File: src/rtl/mult_ctrl_pkg.sv
// Shared types and constants for the add-shift multiplier sequencer.
package mult_ctrl_pkg;

  localparam int DEF_WIDTH = 8;
  localparam int ITER_W    = $clog2(DEF_WIDTH);

  typedef enum logic [2:0] {
    IDLE,
    CLEAR,
    ADD,
    SHIFT,
    HOLD
  } state_t;

endpackage

File: src/rtl/sync_2ff.sv
// Two-flop synchroniser for a raw asynchronous level; 2-cycle latency, no backpressure.
module sync_2ff (
  input  logic clk,
  input  logic rst_n,
  input  logic d,
  output logic q
);

  logic meta;

  always_ff @(posedge clk or negedge rst_n) begin
    if (!rst_n) begin
      meta <= 1'b0;
      q    <= 1'b0;
    end else begin
      meta <= d;
      q    <= meta;
    end
  end

endmodule

File: src/rtl/mult_seq_ctrl.sv
// Sequencer for the add-shift signed multiplier: one WIDTH-iteration run per Execute press.
// Run takes 1 + 2*WIDTH cycles from CLEAR to Done; buttons act 2 cycles after sampling, no backpressure.
module mult_seq_ctrl
  import mult_ctrl_pkg::*;
#(
  parameter int WIDTH = DEF_WIDTH
) (
  input  logic                     Clk,
  input  logic                     Reset,
  input  logic                     Execute,
  input  logic                     ClearA_loadB,
  input  logic                     M,
  output logic                     Clr_Ld,
  output logic                     ClearAX,
  output logic                     Add_en,
  output logic                     Sub_en,
  output logic                     Shift_en,
  output logic                     Busy,
  output logic                     Done,
  output logic [$clog2(WIDTH)-1:0] Iter
);

  localparam int            IW   = $clog2(WIDTH);
  localparam logic [IW-1:0] LAST = IW'(WIDTH - 1);

  logic          execute_s;
  logic          clear_load_s;
  state_t        state;
  state_t        state_nxt;
  logic [IW-1:0] iter_nxt;

  sync_2ff u_sync_execute (
    .clk   (Clk),
    .rst_n (Reset),
    .d     (Execute),
    .q     (execute_s)
  );

  sync_2ff u_sync_clear_load (
    .clk   (Clk),
    .rst_n (Reset),
    .d     (ClearA_loadB),
    .q     (clear_load_s)
  );

  always_ff @(posedge Clk or negedge Reset) begin
    if (!Reset) begin
      state <= IDLE;
      Iter  <= '0;
    end else begin
      state <= state_nxt;
      Iter  <= iter_nxt;
    end
  end

  always_comb begin
    state_nxt = state;
    iter_nxt  = Iter;
    Clr_Ld    = 1'b0;
    ClearAX   = 1'b0;
    Add_en    = 1'b0;
    Sub_en    = 1'b0;
    Shift_en  = 1'b0;
    Busy      = 1'b0;
    Done      = 1'b0;

    case (state)
      IDLE: begin
        // Execute wins a tie with the load button; the load is dropped.
        Clr_Ld = clear_load_s & ~execute_s;
        if (execute_s) begin
          state_nxt = CLEAR;
          iter_nxt  = '0;
        end
      end
      CLEAR: begin
        ClearAX   = 1'b1;
        Busy      = 1'b1;
        state_nxt = ADD;
      end
      ADD: begin
        // The sign bit of the multiplier carries negative weight, hence subtract last.
        Busy = 1'b1;
        if (Iter == LAST) Sub_en = M;
        else              Add_en = M;
        state_nxt = SHIFT;
      end
      SHIFT: begin
        Shift_en = 1'b1;
        Busy     = 1'b1;
        if (Iter == LAST) begin
          Done      = 1'b1;
          iter_nxt  = '0;
          state_nxt = HOLD;
        end else begin
          iter_nxt  = Iter + IW'(1);
          state_nxt = ADD;
        end
      end
      HOLD: begin
        if (!execute_s) state_nxt = IDLE;
      end
      default: state_nxt = IDLE;
    endcase
  end

endmodule

File: config.mk
export PLATFORM = sky130hd
export DESIGN_NAME = mult_seq_ctrl
export DESIGN_NICKNAME = d
export VERILOG_FILES = /design/src/rtl/mult_ctrl_pkg.sv /design/src/rtl/sync_2ff.sv /design/src/rtl/mult_seq_ctrl.sv
export SDC_FILE = /design/constraint.sdc
export NUM_CORES = 1
export LEC_CHECK = 0
export CAP_MARGIN = 20
export CELL_PAD_IN_SITES_DETAIL_PLACEMENT = 1
export CELL_PAD_IN_SITES_GLOBAL_PLACEMENT = 1
export CORE_MARGIN = 3
export CORE_UTILIZATION = 34
export CTS_BUF_LIST = sky130_fd_sc_hd__clkbuf_4 sky130_fd_sc_hd__clkbuf_8
export CTS_CLUSTER_SIZE = 20
export DETAILED_ROUTE_END_ITERATION = 8
export GPL_ROUTABILITY_DRIVEN = 0
export PLACE_DENSITY_LB_ADDON = 0.1
export SYNTH_ARGS = -nofsm -noshare
export SYNTH_HDL_FRONTEND = slang
export SYNTH_HIERARCHICAL = 1
export SYNTH_SLANG_ARGS = --single-unit
File: constraint.sdc
create_clock -name Clk -period 1.5 [get_ports Clk]
set_clock_uncertainty 0.05 [all_clocks]
set_input_delay 0.3 -clock Clk [delete_from_list [all_inputs] [get_ports Clk]]
set_output_delay 0.3 -clock Clk [all_outputs]
set_load 0.02 [all_outputs]
==> results of run 1 <==
per-stage QoR:
step           cell area, um^2  TNS [ps]  cells  setup slack, ps  utilization (%)
2_1_floorplan              483         0     45             36.2                -
3_3_place_gp               746     -2090     88             -448             62.1
3_5_place_dp               746     -2380     88             -503             62.1
4_1_cts                    875      -678     96             -171             72.8
cell families after synthesis:
family                   count (synthesis)  share of synthesized area [%]
AO/OA/AOI/OAI                            9                           13.5
buffers and inverters                    4                           6.35
flip-flops                              10                           52.9
AND/OR/NAND/NOR                         20                           22.0
adder cells (fa/ha/maj)                  2                           5.29
timing repair:
item	in CTS
buffers inserted	4
resized for setup	60
pin swaps	3
endpoints found under the setup margin	11
==> impl_metrics.env, run 1 <==
export IMPL_synth_top_cell_area_share_pct=52.9
export IMPL_die_h_um=43.3
export IMPL_grt_max_degree=11
export IMPL_rows=12
export IMPL_firstError="[ERROR DPL-0033] detailed placement checks failed during check placement."
export IMPL_yosysWarnings=6
export IMPL_postGrtWorstEndpoint="Done"
export IMPL_ios=15
export IMPL_initial_core_util_pct=39.4
export IMPL_synthTopCellsByCount="dfrtp_1 (10), nor2_1 (10)"
export IMPL_numClockSinks=10
export IMPL_die_x_um=43.3
export IMPL_haltStage="5_1_grt"
export IMPL_endpoint_type="top-level output"
export IMPL_yosys_register_bits=10
export IMPL_netlist_top_cells_area="dfrtp_1 (53%), nor2_1 (7.9%), ha_1 (5.3%), buf_6 (4.8%), and3_1 (2.6%)"
export IMPL_status="stopped before the end"
export IMPL_ys_types=20
export IMPL_hpwl_um=1220
export IMPL_root_buffer="clkbuf_4"
export IMPL_hold_buffers=0
export IMPL_numCtsBuffers=3
export IMPL_antenna_found_initial=0
export IMPL_synth_top_cell_by_area="dfrtp_1"
export IMPL_syn_num_nets=52
export IMPL_synthArstFlopShare_pct=100
export IMPL_cts_buffer_depth=2
export IMPL_synth_cells=45
export IMPL_syn_area_um2=473
export IMPL_synthFlopType="dfrtp_1"
export IMPL_syn_avg_cell_area_um2=10.5
export IMPL_htree_levels=1
export IMPL_synth_edff_count=0
export IMPL_ys_seq_area_share_pct=52.9
export IMPL_port_buffers=14
==> run 2, diff against run 1 <==
- CELL_PAD_IN_SITES_DETAIL_PLACEMENT: 1 -> not set
- CELL_PAD_IN_SITES_GLOBAL_PLACEMENT: 1 -> not set
- CORE_AREA: not set -> 3 3 64 66
- CORE_MARGIN: 3 -> not set
- CORE_UTILIZATION: 34 -> not set
- CTS_BUF_LIST: sky130_fd_sc_hd__clkbuf_4 sky130_fd_sc_hd__clkbuf_8 -> not set
- CTS_CLUSTER_SIZE: 20 -> not set
- DIE_AREA: not set -> 0 0 67 69
- PLACE_DENSITY_LB_ADDON: 0.1 -> 0.15
==> run 2 against run 1 <==
Net effect:
- the flow now finishes, with violations (setup timing)
- synthesized cell count unchanged
- area after synthesis unchanged
==> impl_metrics.env, run 2 <==
export IMPL_status="finished, violations left"
export IMPL_violations="setup timing"
export IMPL_synth_top_cell_area_share_pct=52.9
export IMPL_fillers=411
export IMPL_numCtsBuffers=3
export IMPL_die_h_um=69
export IMPL_grt_max_degree=11
export IMPL_root_buffer="clkbuf_8"
export IMPL_fin_crit_ps=1570
export IMPL_grt_pass1_wl_um=2060
export IMPL_die_x_um=67
export IMPL_hold_end="u_sync_execute/q"
export IMPL_worst_hold_path_type="reg -> reg"
export IMPL_cp_data_arrival_time_ps=1220
export IMPL_syn_num_nets=52
export IMPL_port_buffers=14
export IMPL_wirelength_um=1230
export IMPL_place_ws_ps=-479
export IMPL_synthTopCellsByCount="dfrtp_1 (10), nor2_1 (10)"
export IMPL_crit_fanout=3
export IMPL_drive_above_1_share_pct=57.9
export IMPL_grt_use_total_pct=5.93
export IMPL_htree_levels=1
export IMPL_fin_ws_ps=-74.2
export IMPL_worst_pin_slew_ps=477
export IMPL_ys_types=20
export IMPL_fin_nets=84
export IMPL_worst_setup_path_type="reg -> out"
export IMPL_initialDrtViolationCount=0
export IMPL_layout_common_cells="buf_4 (16), buf_6 (6), dfrtp_2 (5), dfrtp_1 (5)"
export IMPL_wl_per_cell_um=9.91
export IMPL_drc=0
export IMPL_final_area_um2=903
export IMPL_cts_tree="built"
export IMPL_area_delta_synth_final_pct=91.0
export IMPL_antenna_found_initial=0
export IMPL_synth_top_cell_by_area="dfrtp_1"
export IMPL_critPathLaunchType="flip-flop"
export IMPL_cp_startpoint="Iter[1]"
export IMPL_max_vdd_ir_drop_uv=970
export IMPL_synth_edff_count=0
export IMPL_place_area_um2=766
export IMPL_hpwl_um=918
export IMPL_ys_seq_area_share_pct=52.9
export IMPL_fin_util_pct=24.9
export IMPL_synthArstFlopShare_pct=100
export IMPL_antennaDiodeCount=0
export IMPL_reg2reg_to="Iter[0]"
export IMPL_hold_start="u_sync_execute/meta"
export IMPL_avgViaCountPerCell=3.58
export IMPL_hold_buffers=0
export IMPL_coreArea_mm2=0.00363
export IMPL_drv_slew=0
export IMPL_rsz0062_at_grt="yes"
export IMPL_r2r_start="Iter[1]"
export IMPL_fin_crit_sh_pct=105
export IMPL_netlist_top_cells_area="dfrtp_1 (53%), nor2_1 (7.9%), ha_1 (5.3%), buf_6 (4.8%), and3_1 (2.6%)"
export IMPL_hold_viol_final=0
export IMPL_hold_path_depth=0
export IMPL_synth_cells=45
export IMPL_p_leak_uw=0.000384
export IMPL_cts_buffer_depth=2
export IMPL_final_common_cell="buf_4"
export IMPL_r2r_setup_slack_ps=90
export IMPL_fmax_ghz=0.635
export IMPL_rows=22
export IMPL_max_slew_margin_pct=68.1
export IMPL_cp_end_kind="output port"
export IMPL_die_area_mm2=0.00462
export IMPL_vias=444
export IMPL_numClockSinks=10
export IMPL_cellPowerDensity_mw_per_mm2=2110
export IMPL_rr_worst_depth=5
export IMPL_setup_violations=4
export IMPL_ios=15
export IMPL_grt_pass1_vias=484
export IMPL_syn_avg_cell_area_um2=10.5
export IMPL_grt_overflow=0
export IMPL_max_cap_violations=0
export IMPL_first_pass_iters=1
export IMPL_initial_core_util_pct=13.0
export IMPL_clk_pin_slew_ps=50
export IMPL_syn_area_um2=473
export IMPL_clock_latency_ps=240
export IMPL_synthFlopType="dfrtp_1"
export IMPL_reg_top3="Iter: 3 flops, state: 3 flops"
export IMPL_yosys_register_bits=10
export IMPL_antenna_left=0
export IMPL_finalHoldWorstSlack_ps=295
export IMPL_yosysWarnings=6
export IMPL_required_ps=1150
run 2: cell counts after synthesis:
No cell type changed its count.
run 2: routing by layer:
| layer | share of wire [%] | vias to the layer above | GRT usage, % |
|---|---|---|---|
| li1 | - | 219 | - |
| met1 | 41 | 208 | 6.81 |
| met2 | 49 | 12 | 9.17 |
| met3 | 6.3 | 5 | 1.79 |
| met4 | 3.2 | 0 | 4.05 |
| met5 | 0 | - | 0 |
run 2: what timing repair did:
item,in CTS,in global routing
cloned,0,0
setup buffers,2,0
setup endpoints to repair,10,9
pin swaps,2,3
resized for setup,53,12
run 2: layout make-up:
class | count | area (um^2) | area share, %
sequential | 10 | 256 | 28.4
timing repair buffer | 29 | 256 | 28.4
tap | 48 | 60.1 | 6.65
inverter | 2 | 10.0 | 1.11
clock buffer | 4 | 55.1 | 6.09
multi-input combinational | 31 | 265 | 29.4
run 2: cells by family (layout without fill, tap and decap cells):
kind of cell / Yosys count / count (layout) / share of synthesized area [%]
simple gates: 20 / 20 / 22.0
flops: 10 / 10 / 52.9
compound gates: 9 / 9 / 13.5
buf+inv: 4 / 35 / 6.35
fa+ha+maj: 2 / 2 / 5.29
run 2: where the power goes:
part	switching [uW]	internal, uW
combinational	510	597
sequential	96.1	361
clock	110	231
total	715	1190
run 2: worst max path at each step:
| stage | to | slack, ps | depth (start not counted) |
|---|---|---|---|
| global route | Clr_Ld | -120 | 4 |
| CTS | ClearAX | -120 | 5 |
| detailed placement | Sub_en | -480 | 4 |
| floorplan | Add_en | 40 | 3 |
| global placement | Sub_en | -480 | 4 |
| finish | Add_en | -70 | 4 |
run 2: critical path, cell delays in order, from the launching register on:
cell and delay, ps:
dfrtp_2 420, ha_4 170, ha_4 170, nor2_2 90
buf_4 140
run 2: stage by stage:
| stage | cells | power, uW | TNS, ps |
|---|---|---|---|
| after global placement | 119 | 1410 | -2300 |
| after global routing | 124 | 2080 | -558 |
| final | 124 | 1900 | -264 |
| after CTS | 125 | 1850 | -458 |
| after floorplan | 45 | 913 | 0 |
| after detailed placement | 119 | 1400 | -2320 |
No activity file was read; power rests on OpenSTA's default activity.
